File: config.mk
export PLATFORM = sky130hd
export DESIGN_NAME = field_horner_eval_flat
export DESIGN_NICKNAME = d
export VERILOG_FILES = /design/src/rtl/field_horner_eval_pkg.sv /design/src/rtl/field_horner_eval_if.sv /design/src/rtl/field_horner_eval.sv /design/src/flat_wrapper.sv
export SDC_FILE = /design/constraint.sdc
export NUM_CORES = 1
export LEC_CHECK = 0
export CORE_ASPECT_RATIO = 1.2
export CORE_MARGIN = 4
export CORE_UTILIZATION = 35
export CTS_CLUSTER_DIAMETER = 50
export CTS_CLUSTER_SIZE = 8
export DETAILED_ROUTE_END_ITERATION = 10
export GPL_ROUTABILITY_DRIVEN = 0
export GPL_TIMING_DRIVEN = 0
export PLACE_DENSITY = 0.57
export SKIP_LAST_GASP = 1
export SYNTH_ARGS = -nofsm -noshare
export SYNTH_HDL_FRONTEND = slang
export SYNTH_SLANG_ARGS = --single-unit
File: constraint.sdc
create_clock -name clk -period 6.1 [get_ports clk]
set_clock_uncertainty 0.05 [all_clocks]
set_input_delay 0.61 -clock clk [delete_from_list [all_inputs] [get_ports clk]]
set_output_delay 0.61 -clock clk [all_outputs]
set_load 0.01 [all_outputs]
File: src/rtl/field_horner_eval_pkg.sv
// Shared types for the Horner-rule polynomial sequencer: field element width,
// operand payload carried to the external arithmetic units, and FSM states.
package field_horner_eval_pkg;

  localparam int unsigned F_NBITS = 32;

  typedef logic [F_NBITS-1:0] felem_t;

  typedef struct packed {
    felem_t a;
    felem_t b;
  } field_op_t;

  typedef enum logic [1:0] {
    ST_IDLE = 2'd0,
    ST_MUL  = 2'd1,
    ST_ADD  = 2'd2,
    ST_DONE = 2'd3
  } horner_state_t;

  // Width of the coefficient index; at least one bit even for a single coefficient.
  function automatic int unsigned idx_width(input int unsigned n);
    return (n > 1) ? 32'($clog2(n)) : 32'd1;
  endfunction

endpackage

File: src/rtl/field_horner_eval_if.sv
// Request/completion bus between the sequencer (master) and one shared
// multiply unit plus one shared add unit (slave side).
interface field_horner_eval_if;
  import field_horner_eval_pkg::*;

  logic      mul_en;
  field_op_t mul_op;
  logic      mul_ready_pulse;
  felem_t    mul_c;

  logic      add_en;
  field_op_t add_op;
  logic      add_ready_pulse;
  felem_t    add_c;

  modport master (
    output mul_en, mul_op, add_en, add_op,
    input  mul_ready_pulse, mul_c, add_ready_pulse, add_c
  );

  modport slave (
    input  mul_en, mul_op, add_en, add_op,
    output mul_ready_pulse, mul_c, add_ready_pulse, add_c
  );

endinterface

File: src/rtl/field_horner_eval.sv
// Evaluates sum(c[i] * x^i) by Horner's rule, sequencing an external multiply
// unit and an external add unit; all field arithmetic happens in those units.
module field_horner_eval
  import field_horner_eval_pkg::*;
#(
  parameter int unsigned NCOEFF = 4
) (
  input  logic                      clk,
  input  logic                      rst,
  input  logic                      i_start,
  input  felem_t                    i_x,
  input  logic [NCOEFF*F_NBITS-1:0] i_coeffs,
  output logic                      o_busy,
  output logic                      o_done,
  output felem_t                    o_result,
  field_horner_eval_if.master       io_unit
);

  localparam int unsigned IDXW = idx_width(NCOEFF);
  localparam logic [IDXW-1:0] IDX_INIT = IDXW'((NCOEFF > 1) ? NCOEFF - 2 : 0);

  if (NCOEFF == 0) begin : g_illegal_ncoeff
    $error("field_horner_eval: NCOEFF must be at least 1");
  end

  horner_state_t   r_state, w_state_nxt;
  logic            r_start_dly;
  felem_t          r_x, w_x_nxt;
  felem_t          r_coef [NCOEFF];
  felem_t          r_acc, w_acc_nxt;
  felem_t          r_prod, w_prod_nxt;
  logic [IDXW-1:0] r_idx, w_idx_nxt;
  logic            w_coef_ld;
  logic            w_start_edge;

  logic            r_busy, w_busy_nxt;
  logic            r_done, w_done_nxt;
  felem_t          r_result, w_result_nxt;
  logic            r_mul_en, w_mul_en_nxt;
  field_op_t       r_mul_op, w_mul_op_nxt;
  logic            r_add_en, w_add_en_nxt;
  field_op_t       r_add_op, w_add_op_nxt;

  // start_dly resets high so a level held through reset is not an edge
  assign w_start_edge = i_start & ~r_start_dly;

  // Next-state, datapath and registered-output decode
  always_comb begin
    w_state_nxt  = r_state;
    w_x_nxt      = r_x;
    w_acc_nxt    = r_acc;
    w_prod_nxt   = r_prod;
    w_idx_nxt    = r_idx;
    w_coef_ld    = 1'b0;
    w_result_nxt = r_result;
    w_mul_op_nxt = '0;
    w_add_op_nxt = '0;

    case (r_state)
      ST_IDLE: begin
        if (w_start_edge) begin
          w_coef_ld   = 1'b1;
          w_x_nxt     = i_x;
          w_acc_nxt   = i_coeffs[(NCOEFF-1)*F_NBITS +: F_NBITS];
          w_idx_nxt   = IDX_INIT;
          w_state_nxt = (NCOEFF == 1) ? ST_DONE : ST_MUL;
        end
      end
      ST_MUL: begin
        if (io_unit.mul_ready_pulse) begin
          w_prod_nxt  = io_unit.mul_c;
          w_state_nxt = ST_ADD;
        end
      end
      ST_ADD: begin
        if (io_unit.add_ready_pulse) begin
          w_acc_nxt = io_unit.add_c;
          if (r_idx == '0) begin
            w_state_nxt = ST_DONE;
          end else begin
            w_idx_nxt   = r_idx - IDXW'(1);
            w_state_nxt = ST_MUL;
          end
        end
      end
      ST_DONE: w_state_nxt = ST_IDLE;
      default: w_state_nxt = ST_IDLE;
    endcase

    // Outputs follow the next state so they are registered yet aligned with it
    w_busy_nxt   = (w_state_nxt != ST_IDLE);
    w_done_nxt   = (w_state_nxt == ST_DONE);
    w_mul_en_nxt = (w_state_nxt == ST_MUL);
    w_add_en_nxt = (w_state_nxt == ST_ADD);
    if (w_state_nxt == ST_DONE) w_result_nxt = w_acc_nxt;
    if (w_mul_en_nxt) begin
      w_mul_op_nxt.a = w_acc_nxt;
      w_mul_op_nxt.b = w_x_nxt;
    end
    if (w_add_en_nxt) begin
      w_add_op_nxt.a = w_prod_nxt;
      w_add_op_nxt.b = r_coef[w_idx_nxt];
    end
  end

  always_ff @(posedge clk) begin
    if (rst) begin
      r_state     <= ST_IDLE;
      r_start_dly <= 1'b1;
      r_x         <= '0;
      r_acc       <= '0;
      r_prod      <= '0;
      r_idx       <= '0;
      r_busy      <= 1'b0;
      r_done      <= 1'b0;
      r_result    <= '0;
      r_mul_en    <= 1'b0;
      r_mul_op    <= '0;
      r_add_en    <= 1'b0;
      r_add_op    <= '0;
      for (int unsigned i = 0; i < NCOEFF; i++) r_coef[i] <= '0;
    end else begin
      r_state     <= w_state_nxt;
      r_start_dly <= i_start;
      r_x         <= w_x_nxt;
      r_acc       <= w_acc_nxt;
      r_prod      <= w_prod_nxt;
      r_idx       <= w_idx_nxt;
      r_busy      <= w_busy_nxt;
      r_done      <= w_done_nxt;
      r_result    <= w_result_nxt;
      r_mul_en    <= w_mul_en_nxt;
      r_mul_op    <= w_mul_op_nxt;
      r_add_en    <= w_add_en_nxt;
      r_add_op    <= w_add_op_nxt;
      if (w_coef_ld) begin
        for (int unsigned i = 0; i < NCOEFF; i++) r_coef[i] <= i_coeffs[i*F_NBITS +: F_NBITS];
      end
    end
  end

  assign o_busy         = r_busy;
  assign o_done         = r_done;
  assign o_result       = r_result;
  assign io_unit.mul_en = r_mul_en;
  assign io_unit.mul_op = r_mul_op;
  assign io_unit.add_en = r_add_en;
  assign io_unit.add_op = r_add_op;

endmodule

File: src/flat_wrapper.sv
// flat-port wrapper written by rule: the top's interface ports become plain ports
module field_horner_eval_flat import field_horner_eval_pkg::*;
#(
  parameter int unsigned NCOEFF = 4
)
  (clk, rst, i_start, i_x, i_coeffs, o_busy, o_done, o_result, io_unit_mul_en, io_unit_mul_op, io_unit_add_en, io_unit_add_op, io_unit_mul_ready_pulse, io_unit_mul_c, io_unit_add_ready_pulse, io_unit_add_c);
  field_horner_eval_if io_unit_i ();
  input  logic clk;
  input  logic rst;
  input  logic i_start;
  input  felem_t i_x;
  input  logic [NCOEFF*F_NBITS-1:0] i_coeffs;
  output logic o_busy;
  output logic o_done;
  output felem_t o_result;
  output wire logic [$bits(io_unit_i.mul_en)-1:0] io_unit_mul_en;
  output wire logic [$bits(io_unit_i.mul_op)-1:0] io_unit_mul_op;
  output wire logic [$bits(io_unit_i.add_en)-1:0] io_unit_add_en;
  output wire logic [$bits(io_unit_i.add_op)-1:0] io_unit_add_op;
  input wire logic [$bits(io_unit_i.mul_ready_pulse)-1:0] io_unit_mul_ready_pulse;
  input wire logic [$bits(io_unit_i.mul_c)-1:0] io_unit_mul_c;
  input wire logic [$bits(io_unit_i.add_ready_pulse)-1:0] io_unit_add_ready_pulse;
  input wire logic [$bits(io_unit_i.add_c)-1:0] io_unit_add_c;
  assign io_unit_mul_en = io_unit_i.mul_en;
  assign io_unit_mul_op = io_unit_i.mul_op;
  assign io_unit_add_en = io_unit_i.add_en;
  assign io_unit_add_op = io_unit_i.add_op;
  assign io_unit_i.mul_ready_pulse = io_unit_mul_ready_pulse;
  assign io_unit_i.mul_c = io_unit_mul_c;
  assign io_unit_i.add_ready_pulse = io_unit_add_ready_pulse;
  assign io_unit_i.add_c = io_unit_add_c;
  field_horner_eval #(.NCOEFF(NCOEFF)) u_core (.clk(clk), .rst(rst), .i_start(i_start), .i_x(i_x), .i_coeffs(i_coeffs), .o_busy(o_busy), .o_done(o_done), .o_result(o_result), .io_unit(io_unit_i));
endmodule
==> flow_summary.json <==
{
  "post_synth_main_area_contributors": "dfxtp_1 (36%), edfxtp_1 (26%), nor2_1 (6.3%)",
  "hold_buffers": 0,
  "grt_pass1_wl_um": 77700,
  "synth_edf_count": 128,
  "routed_wire_length_per_instance_um": 22.2,
  "cts_tree": "built",
  "hold_ws_ps": 434,
  "grt_use_total_pct": 22.5,
  "power_density_nw_per_um2": 300,
  "worstPathRequired_ps": 6320,
  "dr.pass1.iters": 5,
  "routed_via_density": 4.99,
  "clk_pin_slew_worst_paths_ps": 50,
  "rr_startpoint": "u_core.r_state[1]",
  "dr_vias": 11790,
  "total_leakage_power_uw": 0.00797,
  "core_area_sq_um": 41000,
  "fin_util_pct": 51.1,
  "synth.lib_cells_used.distinct": 47,
  "cts-root-buf": "clkbuf_16",
  "worst-setup-path-type": "in2reg",
  "synth_flop_cell": "dfxtp_1",
  "nets": 2019,
  "die_height_um": 232,
  "grtUsageMet2_pct": 38.7,
  "synthesized_area_per_cell_sq_um": 10.9,
  "die-area_sq_um": 45100,
  "initial_core_util_pct": 35.6,
  "layout.cells.most_common": "clkdlybuf4s50_1",
  "syn_inst": 1337,
  "seq_area_frac_synth_pct": 62.6,
  "reg2reg_slack_ps": 2970,
  "crit_path_top_delay_cell": "or4b_1",
  "largest_fanout_of_any_net_on_the_critical_path": 61,
  "fillers": 3761,
  "layout-drive-gt1-share_pct": 6.72,
  "post_cts_resize_count": 0,
  "most-common-layout-cells": "clkdlybuf4s50_1 (391), dfxtp_1 (265), nor2_1 (245), and2_1 (128), edfxtp_1 (128)",
  "transition_time_of_the_tightest_slew_check_pin_ps": 831,
  "synth-warning-count": 0,
  "globalRoute.totalOverflow": 0,
  "placement_rows": 81,
  "hold-path-endpoint": "u_core.r_x[3]",
  "r2r_end": "u_core.r_coef[2][13]",
  "synth.cell_area_sq_um": 14600,
  "groute.layer.met3.usage_pct": 7.01,
  "h-tree-depth": 2,
  "ir_drop_v": 0.000232,
  "critical_path.endpoint_type": "flip-flop",
  "clock_sink_count": 393,
  "min-delay-path-class": "reg2reg",
  "pre_cts_ws_ps": 2310,
  "place.detailed.hpwl_um": 39200,
  "post-synth-top-area-fraction_pct": 36.3,
  "critical_path_cell_list": "clkdlybuf4s50_1, or4b_1, buf_4, buf_1, nand2b_4, buf_12, buf_16",
  "most_crowded_layer_gr": "met2",
  "first_global_vias": 12320,
  "io_buffers": 391,
  "reg2reg_depth": 6,
  "worst_slack_ps": 2930,
  "critPathMaxStageDelay_ps": 520,
  "post-synth-top-area-cell": "dfxtp_1",
  "period_share_pct": 52.0,
  "antenna_found_initial": 7,
  "num_io_pins": 393,
  "synth_seq_cells": 393,
  "syn_to_final_growth_pct": 43.4,
  "finalSetupViolCount": 0,
  "mappedNetlistNets": 1566,
  "postCtsSetupBuffers": 0,
  "arrival_ps": 3390,
  "grt_start_max_net_pins": 62,
  "grt_setup_unrepaired": "false",
  "chipWidth_um": 195,
  "dr.first_iter.drc_count": 693,
  "layout.area.seq_sq_um": 9150,
  "routed_wirelength_um": 52400,
  "cts_buffer_depth": 3,
  "holdPathStages": 2,
  "async_flop_share_pct": 0,
  "min-delay-start": "u_core.r_x[3]",
  "cap_violations": 0,
  "detail_route.drc_violations": 0,
  "cts_made_buffers": 58,
  "met1_usage_pct": 26.5,
  "detail-route-antenna-nets": 0,
  "slew_headroom_pct": 44.6,
  "finalCriticalPeriod_ps": 3170,
  "clk_lat_worst_skew_ps": 600,
  "final-hold-violation-count": 0,
  "run_status": "completed",
  "finalMaxSlewViolations": 0,
  "multi_input_comb_area_sq_um": 4930,
  "maxClockFrequency_ghz": 0.315,
  "critPathLaunchType": "input pin"
}
==> cells in the mapped netlist (all sizes together) (2+ instances only) <==
cell	number
a21oi	112
nand4b	10
inv	20
mux2i	64
a211o	11
o2111a	4
o221ai	17
or2	3
nor2b	18
o311a	17
clkbuf	59
o21a	17
a21boi	2
nand3b	3
dfxtp	265
nand2b	4
o21ai	2
nor2	246
edfxtp	128
a22o	32
or3	5
nand2	23
and2	128
buf	49
o31ai	5
a211oi	34
nand3	18
nor3	18
o32ai	14
==> stage by stage <==
step / area, sq um / total power [uW] / instances / TNS, ps
after detailed placement: 19300 / 3380 / 2269 / 0
after global routing: 21000 / 6510 / 2360 / 0
final: 21000 / 6280 / 2361 / 0
after CTS: 20900 / 6360 / 2355 / 0
after global placement: 19200 / 3380 / 2267 / -140880
after floorplan: 14600 / 3090 / 1337 / 0
==> power breakdown <==
| part | internal [uW] | switching, uW | total (uW) |
|---|---|---|---|
| clock network | 1820 | 1130 | 2950 |
| logic | 249 | 247 | 497 |
| registers | 2790 | 35.2 | 2830 |
==> worst max path at each step <==
stage,from,cells past startpoint,to,slack [ps]
6_report,i_start,7,u_core.r_coef[2][13],2930
2_1_floorplan,i_start,4,u_core.r_coef[0][0],1110
5_1_grt,i_start,7,u_core.r_coef[2][17],2800
4_1_cts,i_start,7,u_core.r_coef[1][17],2960
3_3_place_gp,i_start,5,u_core.r_coef[2][13],-1100
3_5_place_dp,i_start,7,u_core.r_coef[0][14],2310
==> layer usage <==
layer / wire length (um) / part of all wire, % / vias up
met3: 4470 / 8.5 / 84
met4: 1650 / 3.1 / 0
met1: 20200 / 39 / 5614
met5: 0 / 0 / -
li1: - / - / 5597
met2: 26100 / 50 / 495
==> registers in the layout, indices dropped and copies added (netlist names) <==
signal / cells
u_core.io_unit.add_en: 1
u_core.io_unit.add_op: 64
u_core.io_unit.mul_en: 1
u_core.io_unit.mul_op: 64
u_core.o_busy: 1
u_core.o_done: 1
u_core.o_result: 32
u_core.r_acc: 32
u_core.r_coef: 128
u_core.r_idx: 2
u_core.r_prod: 32
u_core.r_start_dly: 1
u_core.r_state: 2
u_core.r_x: 32
==> worst max-delay path, delay by kind of cell <==
| family | cells | cell delay (ps) |
|---|---|---|
| buf+inv | 5 | 1680 |
| simple gates | 2 | 1030 |
==> final cells by class <==
cell class              instances  share of cell area [%]
flip-flops and latches        393                    43.7
multi-input cells             816                    23.5
repair buffers                393                    18.9
clock buffers                  80                    7.77
well taps                     539                    3.22
plain buffers                 108                    2.26
inverters                      20                   0.358
clock inverters                 6                   0.263
diodes                          6                  0.0716
==> logic make-up (layout without fill, tap and decap cells) <==
group / after synthesis / after routing / synth area share, %
AOI/OAI and AO/OA: 269 / 269 / 13.1
buffers and inverters: 128 / 607 / 3.75
DFF: 393 / 393 / 62.6
muxes: 64 / 64 / 4.38
other: 0 / 6 / 0
and+or+nand+nor: 483 / 483 / 16.2
(Power assumes the default switching activity.)
